### src/rtl/conv_event_sequencer.sv
// Event-driven spiking convolution sequencer: per-event kernel accumulation into the
// feature map, and on timestep events a threshold/fire/leak scan that emits spike words.
module conv_event_sequencer #(
    parameter int KERNEL_SIZE            = 3,
    parameter int IN_CHANNELS            = 2,
    parameter int OUT_CHANNELS           = 4,
    parameter int IMG_WIDTH              = 8,
    parameter int IMG_HEIGHT             = 8,
    parameter int BITS_PER_COORDINATE    = 3,
    parameter int BITS_PER_KERNEL_WEIGHT = 4,
    parameter int BITS_PER_NEURON        = 8,
    parameter int THRESHOLD              = 16,
    parameter int LEAK_SHIFT             = 2,
    localparam int BPC   = BITS_PER_COORDINATE,
    localparam int BW    = BITS_PER_KERNEL_WEIGHT,
    localparam int BN    = BITS_PER_NEURON,
    localparam int EVT_W = 2 * BPC + IN_CHANNELS + 1,
    localparam int OUT_W = 2 * BPC + OUT_CHANNELS,
    localparam int KA_W  = $clog2(KERNEL_SIZE * KERNEL_SIZE * IN_CHANNELS),
    localparam int FA_W  = $clog2(IMG_WIDTH * IMG_HEIGHT)
) (
    input  logic                         clk,
    input  logic                         rst_n,
    input  logic                         enable,
    input  logic                         evt_valid,
    output logic                         evt_ready,
    input  logic [EVT_W-1:0]             evt_data,
    output logic [KA_W-1:0]              kmem_addr,
    input  logic [OUT_CHANNELS*BW-1:0]   kmem_rdata,
    output logic                         fm_ren,
    output logic [FA_W-1:0]              fm_raddr,
    input  logic [OUT_CHANNELS*BN-1:0]   fm_rdata,
    output logic                         fm_wen,
    output logic [FA_W-1:0]              fm_waddr,
    output logic [OUT_CHANNELS*BN-1:0]   fm_wdata,
    output logic                         out_valid,
    input  logic                         out_ready,
    output logic [OUT_W-1:0]             out_data,
    output logic                         busy
);
    // state      | meaning
    // IDLE       | waiting for enable && evt_valid
    // CH_SEL     | pick lowest remaining input channel
    // CONV_ISSUE | read target word and weights, or skip an out-of-bounds offset
    // CONV_WAIT  | memory latency; compute saturated sums
    // CONV_WRITE | write sums, advance kernel offset
    // SCAN_ISSUE | read feature-map word at scan address
    // SCAN_WAIT  | memory latency; compute fire/leak
    // SCAN_WRITE | write fired/leaked word
    // EMIT       | hold spike word until out_ready
    typedef enum logic [3:0] {
        IDLE, CH_SEL, CONV_ISSUE, CONV_WAIT, CONV_WRITE,
        SCAN_ISSUE, SCAN_WAIT, SCAN_WRITE, EMIT
    } state_t;

    localparam int P   = KERNEL_SIZE / 2;
    localparam int KW  = (KERNEL_SIZE > 1) ? $clog2(KERNEL_SIZE) : 1;
    localparam int CHW = (IN_CHANNELS > 1) ? $clog2(IN_CHANNELS) : 1;
    localparam int CW  = BPC + 2;
    localparam int OC  = OUT_CHANNELS;
    localparam logic signed [BN-1:0] TH = BN'(THRESHOLD);

    state_t state, state_n;
    logic                ready_en;
    logic [BPC-1:0]      ev_x, ev_y, sx, sy;
    logic [IN_CHANNELS-1:0] mask;
    logic [CHW-1:0]      ch, sel_ch;
    logic                any_ch;
    logic [KW-1:0]       kx, ky;
    logic [OC*BN-1:0]    wdata_q, conv_word, scan_word;
    logic [OC-1:0]       spk_q, scan_spk;
    logic [CW-1:0]       tx, ty;
    logic                in_bnd, last_off, last_addr;
    logic [FA_W-1:0]     tgt_addr, scan_addr;
    logic signed [BN-1:0] v;
    logic signed [BW-1:0] w;
    logic signed [BN:0]   sum;

    assign busy = (state != IDLE);

    assign tx        = CW'(ev_x) + CW'(kx) - CW'(P);
    assign ty        = CW'(ev_y) + CW'(ky) - CW'(P);
    // Negative targets wrap to a set MSB, so one unsigned compare per axis is enough.
    assign in_bnd    = !tx[CW-1] && !ty[CW-1] && (tx < CW'(IMG_WIDTH)) && (ty < CW'(IMG_HEIGHT));
    assign tgt_addr  = FA_W'(ty[BPC-1:0]) * FA_W'(IMG_WIDTH) + FA_W'(tx[BPC-1:0]);
    assign scan_addr = FA_W'(sy) * FA_W'(IMG_WIDTH) + FA_W'(sx);
    assign last_off  = (kx == KW'(KERNEL_SIZE - 1)) && (ky == KW'(KERNEL_SIZE - 1));
    assign last_addr = (sx == BPC'(IMG_WIDTH - 1)) && (sy == BPC'(IMG_HEIGHT - 1));

    always_comb begin
        sel_ch = '0;
        any_ch = 1'b0;
        for (int i = IN_CHANNELS - 1; i >= 0; i--) begin
            if (mask[i]) begin
                sel_ch = CHW'(i);
                any_ch = 1'b1;
            end
        end
    end

    always_comb begin
        conv_word = '0;
        scan_word = '0;
        scan_spk  = '0;
        v   = '0;
        w   = '0;
        sum = '0;
        for (int i = 0; i < OC; i++) begin
            v   = fm_rdata[i*BN +: BN];
            w   = kmem_rdata[i*BW +: BW];
            sum = {v[BN-1], v} + {{(BN + 1 - BW){w[BW-1]}}, w};
            if (sum[BN] != sum[BN-1])
                conv_word[i*BN +: BN] = sum[BN] ? {1'b1, {(BN-1){1'b0}}} : {1'b0, {(BN-1){1'b1}}};
            else
                conv_word[i*BN +: BN] = sum[BN-1:0];
            if (v >= TH)
                scan_spk[i] = 1'b1;
            else
                scan_word[i*BN +: BN] = (LEAK_SHIFT == 0) ? v : v - (v >>> LEAK_SHIFT);
        end
    end

    always_ff @(posedge clk or negedge rst_n) begin
        if (!rst_n) state <= IDLE;
        else        state <= state_n;
    end

    always_comb begin
        state_n   = state;
        evt_ready = 1'b0;
        kmem_addr = '0;
        fm_ren    = 1'b0;
        fm_raddr  = '0;
        fm_wen    = 1'b0;
        fm_waddr  = '0;
        fm_wdata  = '0;
        case (state)
            IDLE: begin
                evt_ready = ready_en && enable && evt_valid;
                if (evt_ready) state_n = evt_data[EVT_W-1] ? SCAN_ISSUE : CH_SEL;
            end
            CH_SEL: state_n = any_ch ? CONV_ISSUE : IDLE;
            CONV_ISSUE: begin
                if (in_bnd) begin
                    fm_ren    = 1'b1;
                    fm_raddr  = tgt_addr;
                    kmem_addr = KA_W'(ch) * KA_W'(KERNEL_SIZE * KERNEL_SIZE)
                              + KA_W'(ky) * KA_W'(KERNEL_SIZE) + KA_W'(kx);
                    state_n   = CONV_WAIT;
                end else if (last_off) begin
                    state_n = CH_SEL;
                end
            end
            CONV_WAIT: state_n = CONV_WRITE;
            CONV_WRITE: begin
                fm_wen   = 1'b1;
                fm_waddr = tgt_addr;
                fm_wdata = wdata_q;
                state_n  = last_off ? CH_SEL : CONV_ISSUE;
            end
            SCAN_ISSUE: begin
                fm_ren   = 1'b1;
                fm_raddr = scan_addr;
                state_n  = SCAN_WAIT;
            end
            SCAN_WAIT: state_n = SCAN_WRITE;
            SCAN_WRITE: begin
                fm_wen   = 1'b1;
                fm_waddr = scan_addr;
                fm_wdata = wdata_q;
                if (|spk_q)         state_n = EMIT;
                else if (last_addr) state_n = IDLE;
                else                state_n = SCAN_ISSUE;
            end
            EMIT: if (out_ready) state_n = last_addr ? IDLE : SCAN_ISSUE;
            default: state_n = IDLE;
        endcase
    end

    always_ff @(posedge clk or negedge rst_n) begin
        if (!rst_n) begin
            ready_en  <= 1'b0;
            ev_x      <= '0;
            ev_y      <= '0;
            mask      <= '0;
            ch        <= '0;
            kx        <= '0;
            ky        <= '0;
            sx        <= '0;
            sy        <= '0;
            wdata_q   <= '0;
            spk_q     <= '0;
            out_valid <= 1'b0;
            out_data  <= '0;
        end else begin
            ready_en <= 1'b1;
            case (state)
                IDLE: if (evt_ready) begin
                    ev_x <= evt_data[IN_CHANNELS + 2*BPC - 1 -: BPC];
                    ev_y <= evt_data[IN_CHANNELS + BPC - 1 -: BPC];
                    mask <= evt_data[IN_CHANNELS-1:0];
                    sx   <= '0;
                    sy   <= '0;
                end
                CH_SEL: if (any_ch) begin
                    ch <= sel_ch;
                    kx <= '0;
                    ky <= '0;
                end
                CONV_WAIT: wdata_q <= conv_word;
                CONV_ISSUE, CONV_WRITE: if (state == CONV_WRITE || !in_bnd) begin
                    if (kx == KW'(KERNEL_SIZE - 1)) begin
                        kx <= '0;
                        ky <= ky + 1'b1;
                    end else begin
                        kx <= kx + 1'b1;
                    end
                    if (last_off) mask[ch] <= 1'b0;
                end
                SCAN_WAIT: begin
                    wdata_q <= scan_word;
                    spk_q   <= scan_spk;
                end
                SCAN_WRITE, EMIT: begin
                    if (state == SCAN_WRITE && (|spk_q)) begin
                        out_valid <= 1'b1;
                        out_data  <= {sx, sy, spk_q};
                    end else if (state == SCAN_WRITE || out_ready) begin
                        out_valid <= 1'b0;
                        out_data  <= '0;
                        if (sx == BPC'(IMG_WIDTH - 1)) begin
                            sx <= '0;
                            sy <= sy + 1'b1;
                        end else begin
                            sx <= sx + 1'b1;
                        end
                    end
                end
                default: ;
            endcase
        end
    end
endmodule

### config.mk
export PLATFORM = sky130hd
export DESIGN_NAME = conv_event_sequencer
export DESIGN_NICKNAME = d
export VERILOG_FILES = /design/src/rtl/conv_event_sequencer.sv
export SDC_FILE = /design/constraint.sdc
export NUM_CORES = 1
export LEC_CHECK = 0
export ABC_AREA = 1
export ABC_CLOCK_PERIOD_IN_PS = 3500
export CORE_MARGIN = 2
export CORE_UTILIZATION = 50
export CTS_BUF_LIST = sky130_fd_sc_hd__clkbuf_2 sky130_fd_sc_hd__clkbuf_4 sky130_fd_sc_hd__clkbuf_8
export DETAILED_ROUTE_END_ITERATION = 6
export GPL_ROUTABILITY_DRIVEN = 0
export PLACE_DENSITY = 0.76
export SKIP_LAST_GASP = 1
export SLEW_MARGIN = 20
export SYNTH_ARGS = -nofsm -noshare
export SYNTH_HDL_FRONTEND = slang
export SYNTH_SLANG_ARGS = --single-unit
### constraint.sdc
create_clock -name clk -period 3.5 [get_ports clk]
set_input_delay 0.875 -clock clk [delete_from_list [all_inputs] [get_ports clk]]
set_output_delay 0.875 -clock clk [all_outputs]
set_load 0.02 [all_outputs]
# Word-level counts from Yosys, hierarchy flattened
# Cells that the tools add are included.
# W data, S select, Z words.
# totals
output_inout_bits	64
inputBits	62
register_bits	71
elab_cells	173
mem_bits_ro	0
latchBits	0
mem_count	0
ram_bits	0
# classes
shifts	0
reduce_logical	34
n_div	0
addsub	20
n_lt_le_gt_ge	8
mul	2
n_mux	66
n_eq_ne	27
bitwise_logic	2
# op_table
operator	n
$mux W8	12
$pmux W32 S2	1
$add A8 B4 Y9	4
$pmux W4 S9	1
$ge A8 B6 Y1 const B	4
$mux W32	1
$sub A8 B6 Y8	4
$mux W3	9
$pmux W6 S2	2
$mux W10	2
$mux W2	10
$mux W4	5
$ne A2 B2 Y1 const B	10
$eq A4 B3 Y1 const B	4
$mux W1	13
$add A6 B3 Y6	2
$pmux W2 S2	3
$pmux W3 S2	2
$reduce_and A4 Y1	3
$lt A5 B4 Y1 const B	2
$mux W5	2
$reduce_bool A2 Y1	5
$sub A4 B1 Y5 const B	2
$logic_and A1 B1 Y1	9
other kinds (30)	47

# Longest topological paths before layout
# logic_depth
depth_word	10
ltp_mapped	17
mapped_depth_nobuf	17

# Least setup slack after synthesis
# No wires, ideal clock.
# synth_timing
kind	flip-flop to output port
start	register kx[1]
end	output kmem_addr[4]
required_time_ns	2.625
path_slack_ns	0.157
arrival_time_ns	2.468
path_buffers	1
path_stages_with_launch	12
path_cell_list	dfrtp_1 inv_1 ha_1 inv_1 ha_1 inv_1 fa_1 xor2_1 nor3_1 nand2_1 clkbuf_1 a21oi_1
# synth_between
elab_chain_len	8
elab_cells_between_ends	10
cone_classes	add/sub (3); order compare (1); mux (2); reduce/logical (4)
# synth_rtl
item	line	source
start, declared	69	logic [KW-1:0] kx, ky;
start signal, assigned	216	kx <= kx + 1'b1;
branches (longest 6 deep; another with $sub A4 B1 Y5)	--	
$mux W5 (*)	144	if (in_bnd) begin
$mux W5 (*)	137	case (state)
end, declared	28	output logic [KA_W-1:0] kmem_addr,
# Mark *: on every way between the ends.

# Worst setup path in the final report
# layout_timing
start	register ky[1]
end	output fm_raddr[1]
# layout_between
elab_chain_len	8
elab_cells_between_ends	9
cone_classes	add/sub (2); order compare (1); mux (2); reduce/logical (4)
# layout_rtl
item	line	source
start, declared	69	
start signal, assigned	214	ky <= ky + 1'b1;
$add A3 B2 Y4 (*)	82	assign ty = CW'(ev_y) + CW'(ky) - CW'(P);
$sub A4 B1 Y5 (*)	82	
branches (longest 3 deep; another with $lt A5 B4 Y1)	--	
$logic_and A1 B1 Y1 (*)	84	assign in_bnd = !tx[CW-1] && !ty[CW-1] && (tx < CW'(IMG_WIDTH)) && (ty < CW'(IMG_HEIGHT));
$mux W6 (*)	144	
$pmux W6 S2 (*)	137	
end, declared	31	output logic [FA_W-1:0] fm_raddr,
# Marks and branches as above.

==> results by group <==
Run status
  – Status: completed

Logic synthesis
  – Compound-Gate Fraction of Synth Area: 0.1385
  – Post-Syn Area: 7002 um2
  – Sequential area share after synthesis: 0.2538
  – Count of cell types in the netlist: 31
  – Synth Instances: 1039
  – Simple-Gate Fraction of Synth Area: 0.2734
  – Mean Syn Cell Area: 6.739 um2
  – Synthesis-stage register bit count: 71
  – Largest family of logic cells by synthesized area: simple AND/OR/NAND/NOR gates
  – Net count after synthesis: 1202
  – Adder-Cell Fraction of Synth Area: 0.1934
  – Mux cell area share after synthesis: 0
  – Synth Area in XOR/XNOR: 0.02377
  – Yosys warns: 0

Clock tree
  – Clock Tree Buf Depth: 2
  – Clock root buffer: clkbuf_8
  – CTS clk-pin slew, worst paths: 0.08 ns
  – CTS tree: done
  – H-tree depth: 3
  – CTS Buf Count: 9
  – Clk_lat worst skew: 0.37 ns
  – Number of buffers inserted by hold repair at cts: 0
  – Clock sink count: 71

STA
  – Worst-Margin Slew: 0.9131 ns
  – RSZ-0062 raised after global routing: true
  – Crit share post-route: 0.9939
  – Final setup vio count: 0
  – Clock Skew: 0.006627 ns
  – Hold Vio Cnt, Final: 0
  – Final-report max-slew violation count: 0
  – Rel. slew slack: 0.3912
  – FMAX: 287.5 MHz
  – Minimum clock period: 3.478 ns

Die
  – Boundary Pins: 126
  – Rows: 43
  – Die Width: 122.3 um
  – Initial Utilization: 0.5084
  – Die Ht: 122.3 um
  – Die area: 14970 um2
  – Core Region: 13770 um2

Power
  – Int Power: 3.068 mW
  – Flop pwr share: 0.239
  – Leak: 4.919 nW
  – Net Switching: 2.609 mW
  – Power Dens Cells: 613.4 nW/um2
  – Worst vdd ir: 350.5 uV
  – Sw Ratio: 0.4596
  – Clock power share: 0.134
  – Comb power frac: 0.627

Global route
  – Vias in the first global route: 6777
  – Antenna violations before repair: 0
  – First-pass GRT wire length: 30350 um
  – Largest net degree at the start of global routing: 72
  – GRT overflow: 0
  – Global Route Usage Sum: 0.2519

Final layout
  – Final #Nets: 1381
  – N_diodes: 0
  – Share of layout cells above drive strength 1: 0.1096
  – Synth-to-Final Area Change: 32.20%
  – Final non-filler cell total: 1403
  – Design area: 9256 um2

Critical path
  – Reg2reg setup slack: 0.94 ns
  – Arr. time, crit path: 2.60 ns
  – Critical Path End Type: output port
  – Crit Path Class: flop to output port
  – Setup crit start kind: flop
  – Worst r2r src: ky[1]
  – Worst R2R End: ky[1]
  – Critical path fanouts, max: 7
  – Worst path required time: 2.62 ns
  – R2r worst-path depth: 15

Place
  – IO buf count: 125
  – Dpl cells: 1382
  – Placed cell area: 8821 um2
  – DP HPWL: 14270 um

Drt
  – Wire per inst: 13.40 um
  – Drt initial violations: 436
  – Drt drc: 0
  – Routed wire length: 18800 um
  – Final ANT Viol Nets: 0
  – Vias per std cell: 5.179
  – Vias: 7266
  – First-pass DRT Iterations: 5

Worst hold path
  – Hold Path End: wdata_q[6]
  – Hold path startpoint: wdata_q[6]
  – Min-Delay Path Class: flop to flop
  – Hold path cells: 2

Job
  – Max cap viols: 0
[cell type report]
cell class	count	area (um2)
multi-input combinational	754	4582
fill	1222	4517
sequential	71	1777
timing repair buffer	183	1697
inverter	199	749.5
tap	180	225.2
clock buffer	11	145.1
clock inverter	5	81.33
[kinds of logic after synthesis]
group / Yosys count
XOR/XNOR: 19
adder cells (fa/ha/maj): 101
flip-flops: 71
buffers and inverters: 215
AND/OR/NAND/NOR: 457
AO/OA/AOI/OAI: 175
other: 1
[worst max-delay path, stage by stage (launching register included)]
cell	delay, ns
dfrtp_1	0.41
inv_2	0.10
ha_4	0.21
inv_4	0.06
ha_4	0.12
inv_2	0.04
fa_2	0.34
a21oi_2	0.11
nor2_1	0.07
nor3_2	0.21
nand2_1	0.13
buf_6	0.17
o22ai_2	0.11
buf_6	0.15
[synthesized netlist by cell type]
cell type	number	area, um2
nand2_1	233	874.6
inv_1	197	739.5
nor2_1	121	454.2
ha_1	89	1114
dfrtp_1	71	1777
a21oi_1	67	335.3
nand3_1	61	305.3
o21ai_0	54	270.3
nand4_1	28	175.2
o22ai_1	22	137.6
a31oi_1	14	87.58
fa_1	12	240.2
xor2_1	12	105.1
buf_2	8	40.04
clkbuf_1	8	30.03
or2_2	7	43.79
xnor2_1	7	61.31
o21bai_1	6	45.04
a22oi_1	3	22.52
a21o_1	2	15.01
a31o_2	2	17.52
inv_2	2	7.510
nor2_2	2	12.51
nor3_1	2	10.01
nor3_4	2	32.53
o41ai_1	2	17.52
a211oi_1	1	7.510
conb_1	1	3.750
nand2_2	1	6.260
o21ai_1	1	5.000
o21ai_2	1	8.760
[repair_timing]
item | CTS | global route
cloned | 0 | 1
resized for setup | 52 | 57
pin swaps | 0 | 8
endpoints found under the setup margin | 46 | 27
buffers inserted | 1 | 3
[layer usage]
layer | wire (um) | up-vias | GRT usage
li1 | - | 3722 | -
met1 | 8481 | 3356 | 0.3191
met3 | 873 | 29 | 0.04554
met2 | 9129 | 159 | 0.4292
met4 | 314 | 0 | 0.09195
met5 | 0 | - | 0
[through the flow]
step	total power, mW	setup slack [ns]	util	TNS [ns]	hold slack (ns)
4_1_cts	5.385	-0.1480	0.6545	-0.3705	0.4943
6_report	5.678	0.02151	0.6721	0	0.4900
5_1_grt	6.188	-0.08146	0.6721	-0.7540	0.5172
2_1_floorplan	3.405	0.1573	-	0	0.4488
3_5_place_dp	4.605	-0.1115	0.6404	-1.172	0.4659
3_3_place_gp	4.543	-0.05388	0.6404	-0.3409	0.4653
[layout by cell type, fill, tap and decap left out, types with 2 or more instances in the layout]
| master | n |
|---|---|
| clkdlybuf4s50_1 | 110 |
| bufinv_16 | 2 |
| clkbuf_8 | 10 |
| o41ai_1 | 2 |
| or2_2 | 7 |
| a21oi_1 | 65 |
| nor3_4 | 2 |
| ha_1 | 84 |
| xnor2_1 | 7 |
| nand2_2 | 2 |
| nand4_1 | 28 |
| ha_2 | 2 |
| fa_2 | 2 |
| o22ai_2 | 3 |
| a21oi_2 | 2 |
| xor2_1 | 12 |
| nor2_1 | 114 |
| o21ai_0 | 54 |
| nand3_1 | 60 |
| a22oi_1 | 3 |
| inv_2 | 5 |
| ha_4 | 3 |
| buf_4 | 60 |
| inv_1 | 193 |
| fa_1 | 10 |
| dfrtp_1 | 71 |
| nor2_2 | 7 |
| nand2_1 | 232 |
| a21o_1 | 2 |
| a31oi_1 | 14 |
| a31o_2 | 2 |
| o22ai_4 | 3 |
| o21bai_1 | 6 |
| o22ai_1 | 16 |
| nor2_4 | 3 |
| buf_6 | 11 |
[power by group through the flow]
stage               clock [mW]  combinational (mW)  sequential, mW
global placement             0                3.18            1.36
detailed placement           0                3.24            1.37
finish                   0.761                3.56            1.36
global route             0.804                3.98            1.41
floorplan                    0                2.00            1.40
CTS                      0.777                3.25            1.35
[flip-flops by register name, summed over array words and instances, names as in the netlist, 3 cells and up]
signal / flops
spk_q: 4
sx: 3
state: 4
wdata_q: 32
sy: 3
ev_y: 3
out_data: 10
ev_x: 3
[worst max-delay path by stage]
stage | from | endpoint | slack [ns]
after CTS | ky[1] | kmem_addr[4] | -0.15
after detailed placement | ky[1] | kmem_addr[4] | -0.11
final | ky[1] | fm_raddr[1] | 0.02
after floorplan | kx[1] | kmem_addr[4] | 0.16
after global placement | ky[1] | kmem_addr[4] | -0.05
after global routing | ky[0] | fm_raddr[1] | -0.08
No activity file was read; power rests on OpenSTA's default activity.
